File: src/rtl/l2_request_arbiter.sv
// l2_request_arbiter: round-robin arbiter from NUM_PORTS request FIFOs onto one
// registered L2 request channel. Each forwarded word carries its port index in
// out_id so the response path can steer data back to the requester.
// Optional build macro L2_ARB_LOCK_EN: a popped word with bit REQ_WIDTH-1 set
// pins arbitration to that port until a word from it arrives with the bit clear.
module l2_request_arbiter #(
  parameter int NUM_PORTS = 4,
  parameter int REQ_WIDTH = 64,
  parameter int ID_WIDTH  = (NUM_PORTS > 1) ? $clog2(NUM_PORTS) : 1
) (
  input  logic                           clk,
  input  logic                           rst,
  input  logic [NUM_PORTS-1:0]           req_valid,
  input  logic [NUM_PORTS*REQ_WIDTH-1:0] req_data,
  output logic [NUM_PORTS-1:0]           req_pop,
  output logic                           out_valid,
  output logic [REQ_WIDTH-1:0]           out_data,
  output logic [ID_WIDTH-1:0]            out_id,
  input  logic                           out_ready
);

  logic                 load;
  logic                 grant_any;
  logic [ID_WIDTH-1:0]  grant_idx;
  logic [ID_WIDTH-1:0]  last_grant;
  logic [ID_WIDTH-1:0]  scan_id;
  logic [NUM_PORTS-1:0] eligible;
  logic [REQ_WIDTH-1:0] sel_data;

  // The output stage can take a new word when empty or being drained this cycle.
  assign load = ~out_valid | out_ready;

`ifdef L2_ARB_LOCK_EN
  typedef enum logic {ST_IDLE, ST_LOCKED} lock_state_t;
  lock_state_t         lock_state;
  logic [ID_WIDTH-1:0] lock_port;

  // While locked, only the owning port competes for the grant.
  always_comb begin
    eligible = req_valid;
    if (lock_state == ST_LOCKED) begin
      eligible            = '0;
      eligible[lock_port] = req_valid[lock_port];
    end
  end
`else
  assign eligible = req_valid;
`endif

  // Search upward from the port after the last grant, wrapping around.
  always_comb begin
    grant_any = 1'b0;
    grant_idx = '0;
    scan_id   = '0;
    for (int unsigned k = 0; k < NUM_PORTS; k++) begin
      scan_id = ID_WIDTH'((32'(last_grant) + k + 1) % NUM_PORTS);
      if (!grant_any && eligible[scan_id]) begin
        grant_any = 1'b1;
        grant_idx = scan_id;
      end
    end
  end

  // Head word of the granted port.
  assign sel_data = req_data[grant_idx*REQ_WIDTH +: REQ_WIDTH];

  // Pop strobe: only when the output stage can load and a port is granted.
  always_comb begin
    req_pop = '0;
    if (!rst && load && grant_any) req_pop[grant_idx] = 1'b1;
  end

  // Output register, round-robin pointer and (optionally) lock state.
  always_ff @(posedge clk) begin
    if (rst) begin
      out_valid  <= 1'b0;
      out_data   <= '0;
      out_id     <= '0;
      last_grant <= ID_WIDTH'(NUM_PORTS - 1);
`ifdef L2_ARB_LOCK_EN
      lock_state <= ST_IDLE;
      lock_port  <= '0;
`endif
    end else if (load) begin
      if (grant_any) begin
        out_valid  <= 1'b1;
        out_data   <= sel_data;
        out_id     <= grant_idx;
        last_grant <= grant_idx;
`ifdef L2_ARB_LOCK_EN
        // Every pop re-evaluates the lock from the popped word's lock bit.
        lock_state <= sel_data[REQ_WIDTH-1] ? ST_LOCKED : ST_IDLE;
        lock_port  <= grant_idx;
`endif
      end else begin
        out_valid <= 1'b0;
      end
    end
  end

endmodule

File: config.mk
export PLATFORM = sky130hd
export DESIGN_NAME = l2_request_arbiter
export DESIGN_NICKNAME = d
export VERILOG_FILES = /design/src/rtl/l2_request_arbiter.sv
export SDC_FILE = /design/constraint.sdc
export NUM_CORES = 1
export LEC_CHECK = 0
export ABC_CLOCK_PERIOD_IN_PS = 3300
export CAP_MARGIN = 40
export CORE_AREA = 3 3 129 131
export DETAILED_ROUTE_END_ITERATION = 8
export DIE_AREA = 0 0 132 134
export GPL_TIMING_DRIVEN = 1
export PLACE_DENSITY = 0.64
export SLEW_MARGIN = 5
export SYNTH_ARGS = -nofsm -noshare
export SYNTH_HDL_FRONTEND = slang
export SYNTH_SLANG_ARGS = --single-unit
export TNS_END_PERCENT = 10
File: constraint.sdc
create_clock -name clk -period 3.3 [get_ports clk]
set_input_delay 0.33 -clock clk [delete_from_list [all_inputs] [get_ports clk]]
set_output_delay 0.33 -clock clk [all_outputs]
set_load 0.005 [all_outputs]
# After elaboration in Yosys (flattened, before gate mapping)
# Cells that the tools add are included.
totals:
  wordCells: 50
  inputBits: 263
  reg_bits: 69
  romBits: 0
  latchBits: 0
  n_memories: 0
  mem_bits_rw: 0
  output_inout_bits: 71
classes:
  mul: 0
  n_reduce_logical: 11
  n_addsub: 6
  div_mod_pow: 0
  magnitude_cmp: 6
  eq_ne: 0
  bitwise: 2
  n_shift: 1
  n_mux: 20
ops:
  columns: ["cell", "n"]
  rows:
  - ["256-bit by 9-bit variable part select with 64-bit output", 1]
  - ["2-bit by 3-bit < comparator with 1-bit output, second input constant", 5]
  - ["1-bit two-way mux", 10]
  - ["2-bit by 1-bit adder with 2-bit output, second input constant", 4]
  - ["1-bit binary-select mux with 2-bit select", 4]
  - ["2-bit two-way mux", 4]
  - ["1-bit logical AND", 6]
  - ["2-bit adder, second input constant", 2]
  - ["1-bit logical NOT", 4]
  - ["4-bit two-way mux", 1]
  - ["1-bit demux with 2-bit select", 1]
  - ["2-bit by 1-bit >= comparator with 1-bit output, second input constant", 1]
  - ["2-bit AND reduction", 1]
  - ["1-bit NOT", 1]
  - ["1-bit OR", 1]

# Depth between registers and ports, before layout
# Gate-level depths: netlist of run 1.
depth:
  ltp_word: 18
  ltp_mapped: 8
  ltp_nobuf: 5

# Worst setup path before layout of run 1
# No wires, ideal clock.
synth_path:
  path_type: "input -> output"
  start: "input port req_valid[0]"
  end: "output port req_pop[0]"
  t_required_ps: 2970
  cell_stages: 7
  arrival_ps: 1579
  setup_slack_ps: 1391
  cell_sequence: "buf_2 > nand2_1 > a211oi_1 > a31o_2 > clkbuf_1 > clkbuf_1 > nor3b_1"
synth_between:
  elab_chain_len: 17
synth_lines:
  columns: ["element", "line_no", "rtl"]
  rows:
  - ["from (decl)", "13", "input logic [NUM_PORTS-1:0] req_valid,"]
  - ["1-bit binary-select mux with 2-bit select", "57", "if (!grant_any && eligible[scan_id]) begin"]
  - ["1-bit two-way mux (not written as such)", "57", null]
  - ["1-bit two-way mux", "57", null]
  - ["1-bit logical NOT", "57", null]
  - ["1-bit logical AND", "57", null]
  - ["1-bit two-way mux", "57", null]
  - ["1-bit logical NOT", "57", null]
  - ["1-bit logical AND", "57", null]
  - ["1-bit two-way mux", "57", null]
  - ["1-bit logical NOT", "57", null]
  - ["1-bit logical AND", "57", null]
  - ["2-bit two-way mux", "57", null]
  - ["2-bit by 3-bit < comparator with 1-bit output (not written as such) / 2-bit by 1-bit >= comparator with 1-bit output (equally long branches)", "70", "if (!rst && load && grant_any) req_pop[grant_idx] = 1'b1;"]
  - ["1-bit logical AND (not written as such)", "70", null]
  - ["1-bit two-way mux (not written as such)", "70", null]
  - ["1-bit demux with 2-bit select", "70", null]
  - ["4-bit two-way mux *", "70", null]
  - ["to (decl)", "15", "output logic [NUM_PORTS-1:0] req_pop,"]
# Every way passes the cells marked *; elsewhere a longest branch is shown, timed or not. The select of a mux whose other input is x is not followed.

# Worst setup path after layout of run 1
layout_path:
  start: "input port req_valid[1]"
  end: "output port req_pop[3]"
# The elaborated chain is that of the path after synthesis.

==> impl_metrics.py, run 1 <==
metrics = {
    "setup_path": {
        "slowest_delay_ns": 0.67,
        "cp_top_family": "simple AND/OR/NAND/NOR gates",
        "cp_max_fo": 14,
        "cp_slowest_cell": "nor2b_2",
        "startpoint_type": "input pin",
        "path_buf_inv": 2,
        "crit_chain": "clkdlybuf4s50_1 > nand2b_1 > a221oi_1 > nor2b_2 > nor3b_1 > clkdlybuf4s50_1",
        "r2r-start": "last_grant[0]",
        "crit_type": "in -> out",
        "worstPathRequired_ns": 2.97,
        "crit_top_cell": "clkdlybuf4s50_1",
        "startpoint": "req_valid[1]",
        "cp_data_arrival_time_ns": 2.72,
        "crit_path_end_kind": "output port",
    },
    "clocking": {
        "cts.htree.levels": 3,
        "cts_resized": 0,
        "cts_sinks": 69,
        "path_clk_slew_ns": 0.05,
        "cts_tree": "done",
        "cts_buffer_depth": 2,
        "cts_setup_buffers": 0,
        "numCtsBuffers": 9,
        "clock_latency_ns": 0.32,
        "root_buffer": "clkbuf_16",
        "hold_buffers": 0,
    },
    "floorplanning": {
        "die_x_um": 132,
        "num_rows": 46,
        "die-area_um2": 17700,
        "initial_core_util_pct": 26.5,
        "io_pins": 334,
        "core_area_um2": 15700,
        "die_y_um": 134,
    },
    "logic_synthesis": {
        "synth-edff-count": 0,
        "synth_area_per_cell_um2": 8.52,
        "netlist_instances": 489,
        "synth.area.top_cells": "dfxtp_1, a211oi_1, a221oi_1",
        "yosys_register_bits": 69,
        "synth_area_um2": 4170,
        "yosysTopAreaCellShare_pct": 33.2,
        "async_reset_ff_share_pct": 0,
        "synth-seq-area-share_pct": 33.2,
        "synth_common_cells": "nor2_1, dfxtp_1, a211oi_1",
        "synth_ff_type": "dfxtp_1",
        "yosysWarnings": 0,
        "yosys.area.top_type": "dfxtp_1",
        "synth.most_common_cell": "nor2_1",
        "yosysUniqueCellTypes": 32,
        "syn-num-nets": 752,
    },
    "global_routing": {
        "antenna_found_initial": 0,
        "grt-ovfl-total": 0,
        "grt_pass1_wl_um": 29900,
        "grt_start_max_net_pins": 52,
        "grt_pass1_vias": 5291,
        "track_usage_pct": 21.2,
    },
    "sta": {
        "rsz0062_at_grt": "false",
        "relSlewSlack_pct": 46.0,
        "tightest_slew_ns": 0.806,
        "finalClockSkew_ns": 0.00570,
        "worst_hold_slack_ns": 0.450,
        "fin_setup_tns_ns": 0,
        "finalSetupViolations": 0,
        "min_period_ns": 3.05,
        "max_clock_freq_mhz": 328,
        "slew_viol_final": 0,
        "hold_violations": 0,
        "finalCritPeriodShare_pct": 92.3,
    },
    "min_path": {
        "hold_start": "out_id[1]",
        "worstHoldPathType": "reg -> reg",
    },
    "drt": {
        "drtIter0Drc": 133,
        "antenna_left": 0,
        "wl_per_cell_um": 19.2,
        "wl_um": 19500,
        "via_per_inst": 4.95,
        "first_pass_iters": 4,
        "drc": 0,
        "num_vias": 5005,
    },
    "flow_run": {
        "cap_violations": 0,
    },
    "cells_and_area": {
        "drive_gt1_share_pct": 6.91,
        "fill_cells": 1492,
        "antenna_cells": 0,
        "area_growth_pct": 90.2,
        "final_util_pct": 50.4,
        "nNetsFinal": 1055,
    },
    "run_status": {
        "outcome": "finished, final reports clean",
    },
    "power": {
        "p_per_area_nw_per_um2": 390,
        "leakage_uw": 0.00292,
        "ir_drop_mv": 0.205,
    },
    "place": {
        "port_buffers": 333,
        "place_hpwl_um": 14600,
        "gp_congestion": 0.870,
    },
}
tightest hold or removal path, delay by kind of cell, from the launching register on:
family             cells  cell delay [ns]
and+or+nand+nor        1             0.05
AOI/OAI and AO/OA      1             0.05
DFF                    1             0.30
registers in the layout, summed over array words and instances (netlist names):
| name | cells |
|---|---|
| out_data | 64 |
| out_valid | 1 |
| out_id | 2 |
| last_grant | 2 |
power by group:
| group | internal [µW] | switching, µW | leakage [µW] |
|---|---|---|---|
| logic | 699 | 480 | 0.00221 |
| registers | 937 | 59.1 | 0.000574 |
| clock network | 581 | 339 | 0.000134 |
| total | 2220 | 878 | 0.00292 |
area by class of cell:
| type | instances | area (µm²) | share of cell area (%) |
|---|---|---|---|
| timing repair buffer | 345 | 3430 | 43.3 |
| tap | 216 | 270 | 3.41 |
| sequential | 69 | 1380 | 17.4 |
| clock inverter | 2 | 35.0 | 0.442 |
| inverter | 2 | 7.51 | 0.0947 |
| multi-input combinational | 365 | 2560 | 32.3 |
| clock buffer | 13 | 240 | 3.03 |
placed cells by master, fill, tap and decap left out, drive strengths merged, types with 2 or more instances in the layout:
cell type and count:
mux2i 13, inv 2, nor2 71, clkbuf 13, dfxtp 69, nor3 2
a221oi 52, clkdlybuf4s50 332, nand2b 4, o21ai 2, a211oi 66, a21oi 18
a2bb2oi 13, nand2 58, nor3b 6, buf 13, mux2 51
kinds of logic (layout without fill, tap and decap cells):
family	Yosys count	in the layout	share of synthesized area (%)
and+or+nand+nor	142	142	14.0
AOI/OAI and AO/OA	159	159	29.7
DFF	69	69	33.2
buffers and inverters	55	362	6.25
muxes	64	64	16.9
metrics by stage:
step / instances / worst slack (ns) / cell area [µm²] / total power [µW]
floorplan: 489 / 1.39 / 4170 / 1530
global placement: 997 / 0.350 / 7650 / 2180
detailed placement: 997 / 0.284 / 7650 / 2200
CTS: 1012 / 0.276 / 7920 / 3140
global route: 1012 / 0.111 / 7920 / 3280
finish: 1012 / 0.254 / 7920 / 3090
final timing paths:
path              slack, ns  depth (start not counted)           end
hold / removal         0.45                          2     out_id[1]
setup reg to reg       1.00                          6  out_data[14]
setup / recovery       0.25                          6    req_pop[3]
hold reg to reg        0.45                          2     out_id[1]
routing by layer:
layer	global-route usage (%)	up-vias	wire (µm)	share of wire (%)
met3	7.20	15	1810	9.3
met1	24.4	2288	7590	39
met4	5.37	0	247	1.3
met5	0	-	0	0
li1	-	2458	-	-
met2	37.8	244	9830	50
No activity file was read; power rests on OpenSTA's default activity.
==> run 2, diff against run 1 <==
Settings changed: ABC_AREA set to 1, CORE_AREA 3 3 129 131 to 3 3 128 130, DIE_AREA 0 0 132 134 to 0 0 131 133, PLACE_DENSITY 0.64 to 0.71.
==> run 2 against run 1 <==
  * Wire length is 12% higher
  * Clock-buffer cell count is 2 higher
  * Die area is 1.5% lower
  * Via count is 36% higher
  * Clock power is 5.7% higher
  * Synthesized cell count is 88% higher
  * First-iteration DRC count is 140% higher
  * Critical path depth is 5 higher
  * Core utilization is 6.6 points higher
  * Synthesized area is 22% higher
  * Largest cell class unchanged
  * Largest power group unchanged
==> impl_metrics.py, run 2 <==
metrics = {
    "drt": {
        "drc": 0,
        "wl_met2_um": 10300,
        "first_pass_iters": 5,
        "wl_met3_um": 2290,
        "num_vias": 6831,
        "wl_um": 21900,
        "drtIter0Drc": 316,
        "antenna_left": 0,
        "wl_per_cell_um": 15.4,
        "via_per_inst": 4.82,
        "wl_met1_um": 8740,
        "dr.max_layer_used": "met4",
    },
    "sta": {
        "tightest_slew_ns": 0.791,
        "relSlewSlack_pct": 47.2,
        "finalClockSkew_ns": 0.00749,
        "max_clock_freq_mhz": 328,
        "finalSetupViolations": 0,
        "min_period_ns": 3.04,
        "slew_viol_final": 0,
        "hold_violations": 0,
        "finalCritPeriodShare_pct": 92.3,
        "fin_setup_tns_ns": 0,
        "rsz0062_at_grt": "false",
        "worst_hold_slack_ns": 0.490,
    },
    "min_path": {
        "hold_start": "out_id[1]",
        "worstHoldEndpoint": "out_id[1]",
        "hold_depth": 2,
        "worstHoldPathType": "reg -> reg",
    },
    "setup_path": {
        "r2r-start": "last_grant[1]",
        "crit_top_cell": "nand2_1",
        "crit_type": "reg -> out",
        "cp_data_arrival_time_ns": 2.71,
        "startpoint_type": "register",
        "path_buf_inv": 3,
        "worstPathRequired_ns": 2.97,
        "slowest_delay_ns": 0.54,
        "cp_top_family": "simple AND/OR/NAND/NOR gates",
        "crit_chain": "inv_2 > nand2_1 > nand2_1 > nand2_1 > nand2_2 > nor2_2 > nand4_4 > nand2_8 > inv_2 > nor3_1 > clkdlybuf4s50_1",
        "ff2ff_path_depth": 15,
        "cp_slowest_cell": "clkdlybuf4s50_1",
        "timing.rr.end": "out_data[5]",
        "r2r_slack_ns": 0.71,
        "crit_path_end_kind": "output port",
        "cp_max_fo": 34,
    },
    "logic_synthesis": {
        "synth.area.top_cells": "dfxtp_1, nand2_1, nand3_1",
        "synth_area_per_cell_um2": 5.53,
        "syn-num-nets": 1181,
        "yosysWarnings": 0,
        "synth_area_um2": 5080,
        "yosysUniqueCellTypes": 26,
        "synth_common_cells": "nand2_1, nand3_1, nor2_1",
        "synth.most_common_cell": "nand2_1",
        "synthMuxAreaShare_pct": 0,
        "synth-edff-count": 0,
        "yosys_register_bits": 69,
        "async_reset_ff_share_pct": 0,
        "synth_xor_area_share_pct": 0,
        "synth_simple_gate_area_share_pct": 57.9,
        "yosysTopAreaCellShare_pct": 27.2,
        "synth_top_family_by_area": "simple AND/OR/NAND/NOR gates",
        "synth-seq-area-share_pct": 27.2,
        "synthAdderAreaFrac_pct": 0,
        "netlist_instances": 918,
        "synth_ff_type": "dfxtp_1",
        "synth_compound_area_share_pct": 3.99,
        "yosys.area.top_type": "dfxtp_1",
    },
    "global_routing": {
        "track_usage_pct": 23.2,
        "grt_pass1_vias": 6157,
        "grt_start_max_net_pins": 132,
        "grt_pass1_wl_um": 32100,
        "antenna_found_initial": 0,
        "grt-ovfl-total": 0,
    },
    "clocking": {
        "cts_setup_buffers": 0,
        "cts_resized": 0,
        "cts_sinks": 69,
        "cts_tree": "done",
        "hold_buffers": 0,
        "numCtsBuffers": 9,
        "cts_buffer_depth": 2,
        "root_buffer": "clkbuf_16",
        "clock_latency_ns": 0.33,
        "path_clk_slew_ns": 0.05,
        "cts.htree.levels": 3,
    },
    "floorplanning": {
        "die_y_um": 133,
        "core_area_um2": 15300,
        "initial_core_util_pct": 33.3,
        "num_rows": 45,
        "io_pins": 334,
        "die-area_um2": 17400,
        "die_x_um": 131,
    },
    "place": {
        "gp_congestion": 0.911,
        "place_hpwl_um": 15800,
        "placed_area_um2": 8410,
        "port_buffers": 333,
    },
    "power": {
        "p_seq_share_pct": 15.0,
        "p_per_area_nw_per_um2": 1050,
        "internal_power_uw": 4310,
        "p_sw_uw": 4800,
        "leakage_uw": 0.00411,
        "clkPwrFrac_pct": 10.7,
        "combPwrFrac_pct": 74.4,
        "p_sw_share_pct": 52.7,
        "ir_drop_mv": 0.839,
    },
    "cells_and_area": {
        "top_register": "out_data",
        "finalInstanceArea_um2": 8700,
        "drive_gt1_share_pct": 3.56,
        "antenna_cells": 0,
        "final_common_cell": "nand2_1",
        "area_growth_pct": 71.5,
        "largest_register_ffs": 64,
        "layout_common_cells": "nand2_1, clkdlybuf4s50_1, nand3_1",
        "fill_cells": 1539,
        "top_regs": "out_data: 64 flops, last_grant: 2 flops, out_id: 2 flops",
        "nNetsFinal": 1466,
        "final_util_pct": 57.0,
    },
    "flow_run": {
        "cap_violations": 0,
    },
    "run_status": {
        "outcome": "finished, final reports clean",
    },
}
run 2: cell types whose count changed in the layout (fill, tap and decap cells not counted), sizes merged, moves of 4 or more:
cell and delta:
inv +42, nor3b -6, a21oi -16, nand3 +203
nand2 +294, o21ai +32, a211oi -66, mux2 -51
mux2i -13, a2bb2oi -13, nor2 +63, nand2b -4
a221oi -52
run 2: worst max path at each step:
| stage | start | end | slack [ns] | cells after the start |
|---|---|---|---|---|
| floorplan | last_grant[0] | req_pop[0] | 1.24 | 14 |
| global placement | req_valid[0] | req_pop[0] | 0.42 | 11 |
| detailed placement | req_valid[0] | req_pop[0] | 0.35 | 11 |
| CTS | last_grant[0] | req_pop[0] | 0.12 | 11 |
| global route | last_grant[1] | req_pop[0] | 0.003 | 11 |
| finish | last_grant[1] | req_pop[0] | 0.26 | 11 |
run 2: cell type report:
class                      count  area, µm²  area share, %
clock buffer                  15        298           3.42
timing repair buffer         344       3430           39.4
inverter                      44        170           1.95
tap                          211        264           3.03
multi-input combinational    735       3160           36.3
sequential                    69       1380           15.9
run 2: cell families after synthesis:
kind of cell / count (synthesis)
AND/OR/NAND/NOR: 696
buffers and inverters: 114
AO/OA/AOI/OAI: 39
flip-flops: 69
run 2: metal layers:
metal	GRT usage [%]	vias up
li1	-	3476
met1	26.9	3031
met2	39.2	286
met3	7.79	38
met4	8.51	0
met5	0	-
run 2: power by group through the flow:
stage / registers [µW] / clock network, µW / logic (µW)
5_1_grt: 1400 / 1030 / 7630
4_1_cts: 1360 / 999 / 6850
2_1_floorplan: 1380 / 0 / 4950
6_report: 1360 / 971 / 6780
3_3_place_gp: 1360 / 0 / 6780
3_5_place_dp: 1380 / 0 / 6820
run 2: worst min-delay path, stage by stage, from the launching register on:
cell	delay (ns)
dfxtp_1	0.32
nand2_1	0.07
a21oi_1	0.06
run 2: through the flow:
step	instances	setup WS, ns	total power [µW]
4_1_cts	1418	0.118	9210
3_5_place_dp	1403	0.349	8200
3_3_place_gp	1403	0.424	8140
5_1_grt	1418	0.00302	10100
2_1_floorplan	918	1.24	6330
6_report	1418	0.255	9110
==> run 3, diff against run 2 <==
Settings changed: GPL_TIMING_DRIVEN 1 to 0.
==> run 3 against run 2 <==
  * Clock skew is essentially flat
  * Sequential share of layout area shrank 0.47 points
  * Clock power grew 0.8%
  * Largest cell class unchanged
  * Critical path depth grew 3
  * Global-route usage grew 3.8 points
  * First-iteration DRC count grew 9.5%
  * Hold slack lost 0.014 ns
==> impl_metrics.py, run 3 (same netlist as run 2, synthesis figures left out) <==
metrics = {
    "clocking": {
        "cts_sinks": 69,
        "numCtsBuffers": 9,
        "cts_setup_buffers": 0,
        "clock_latency_ns": 0.35,
        "cts.htree.levels": 3,
        "path_clk_slew_ns": 0.05,
        "cts_tree": "done",
        "root_buffer": "clkbuf_16",
        "cts_buffer_depth": 2,
    },
    "floorplanning": {
        "io_pins": 334,
        "die_x_um": 131,
        "num_rows": 45,
        "die_y_um": 133,
        "die-area_um2": 17400,
        "core_area_um2": 15300,
        "initial_core_util_pct": 33.3,
    },
    "drt": {
        "wl_per_cell_um": 16.7,
        "drtIter0Drc": 346,
        "antenna_left": 0,
        "via_per_inst": 4.82,
        "first_pass_iters": 4,
        "num_vias": 7109,
        "drc": 0,
        "wl_um": 24600,
    },
    "sta": {
        "hold_violations": 0,
        "finalSetupViolations": 0,
        "finalCritPeriodShare_pct": 94.5,
        "finalClockSkew_ns": 0.00773,
        "slew_viol_final": 0,
        "max_clock_freq_mhz": 321,
        "tightest_slew_ns": 0.556,
        "relSlewSlack_pct": 62.9,
        "min_period_ns": 3.12,
    },
    "place": {
        "port_buffers": 332,
        "gp_congestion": 0.947,
        "place_hpwl_um": 19600,
        "placed_area_um2": 8660,
    },
    "global_routing": {
        "antenna_found_initial": 0,
        "grt_start_max_net_pins": 16,
        "grt_pass1_wl_um": 36300,
        "grt_pass1_vias": 6853,
        "grt-ovfl-total": 0,
        "track_usage_pct": 27.0,
    },
    "cells_and_area": {
        "final_util_pct": 58.7,
        "nNetsFinal": 1522,
        "fill_cells": 1592,
        "top_regs": "out_data: 64 flops, last_grant: 2 flops, out_id: 2 flops",
        "top_register": "out_data",
        "finalInstanceArea_um2": 8960,
        "final_common_cell": "nand2_1",
        "largest_register_ffs": 64,
        "antenna_cells": 0,
        "layout_common_cells": "nand2_1, clkdlybuf4s50_1, nand3_1",
        "drive_gt1_share_pct": 5.22,
        "area_growth_pct": 76.6,
    },
    "run_status": {
        "outcome": "finished, final reports clean",
    },
    "power": {
        "p_per_area_nw_per_um2": 1110,
        "combPwrFrac_pct": 76.6,
        "leakage_uw": 0.00425,
        "internal_power_uw": 4700,
        "clkPwrFrac_pct": 9.8,
        "p_sw_share_pct": 52.9,
        "p_sw_uw": 5270,
        "p_seq_share_pct": 13.6,
        "ir_drop_mv": 0.516,
    },
    "setup_path": {
        "cp_max_fo": 10,
        "startpoint_type": "register",
        "r2r_slack_ns": 0.71,
        "cp_data_arrival_time_ns": 2.79,
        "crit_path_end_kind": "output port",
        "worstPathRequired_ns": 2.97,
        "ff2ff_path_depth": 15,
        "r2r-start": "last_grant[0]",
        "crit_type": "reg -> out",
        "timing.rr.end": "out_data[57]",
    },
    "min_path": {
        "worstHoldPathType": "reg -> reg",
        "worstHoldEndpoint": "out_id[1]",
        "hold_start": "out_id[1]",
        "hold_depth": 2,
    },
    "flow_run": {
        "cap_violations": 0,
    },
}
run 3: cell type report:
class	count	area [µm²]	share of cell area, %
buffer	68	373	4.16
clock buffer	16	292	3.25
inverter	44	168	1.87
multi-input combinational	735	3160	35.3
sequential	69	1380	15.4
tap	211	264	2.95
timing repair buffer	332	3320	37.1
run 3: stage by stage:
step           cells  hold slack [ns]  total power (µW)   TNS, ns  setup slack [ns]
6_report        1475            0.475              9980         0             0.181
5_1_grt         1475            0.503             11000  -0.00801          -0.00801
4_1_cts         1476            0.476             10100         0            0.0712
3_5_place_dp    1461            0.463              9050         0            0.0197
3_3_place_gp    1461            0.456              9000         0            0.0305
2_1_floorplan    918            0.461              6330         0              1.24
run 3: per-layer routing:
layer / vias to the layer above / GRT usage (%) / routed length [µm]
li1: 3605 / - / -
met1: 3166 / 29.8 / 9410
met2: 305 / 48.6 / 12200
met3: 33 / 7.67 / 2410
met4: 0 / 9.49 / 588
met5: - / 0 / 0
run 3: what timing repair did:
action | 4_1_cts | 5_1_grt
hold buffers | 0 | 0
gates resized for setup | 0 | 8
endpoints found under the setup margin | 4 | 4
run 3: worst max-delay path: stages, from the launching register on:
cell and delay, ns:
dfxtp_1 0.31, buf_4 0.15, inv_4 0.06, nand2_1 0.05
nand2_1 0.08, nand2_1 0.11, nand2_2 0.08, nor2_4 0.11
nand2_1 0.06, nor2_1 0.17, nor2_4 0.08, clkbuf_4 0.21
buf_2 0.22, nor3_1 0.19, clkdlybuf4s50_1 0.53
run 3: power by group through the flow:
stage	Sequential, µW	Clock, µW	Combinational (µW)
2_1_floorplan	1380	0	4950
3_3_place_gp	1360	0	7650
3_5_place_dp	1370	0	7680
4_1_cts	1360	990	7710
5_1_grt	1390	1020	8600
6_report	1360	979	7640
run 3: worst max path at each step:
stage / slack, ns / startpoint / depth (start not counted) / to
floorplan: 1.24 / last_grant[0] / 14 / req_pop[0]
global placement: 0.03 / req_valid[0] / 13 / req_pop[3]
detailed placement: 0.02 / req_valid[0] / 13 / req_pop[3]
CTS: 0.07 / last_grant[0] / 15 / req_pop[0]
global route: -0.008 / last_grant[0] / 13 / req_pop[1]
finish: 0.18 / last_grant[0] / 14 / req_pop[2]
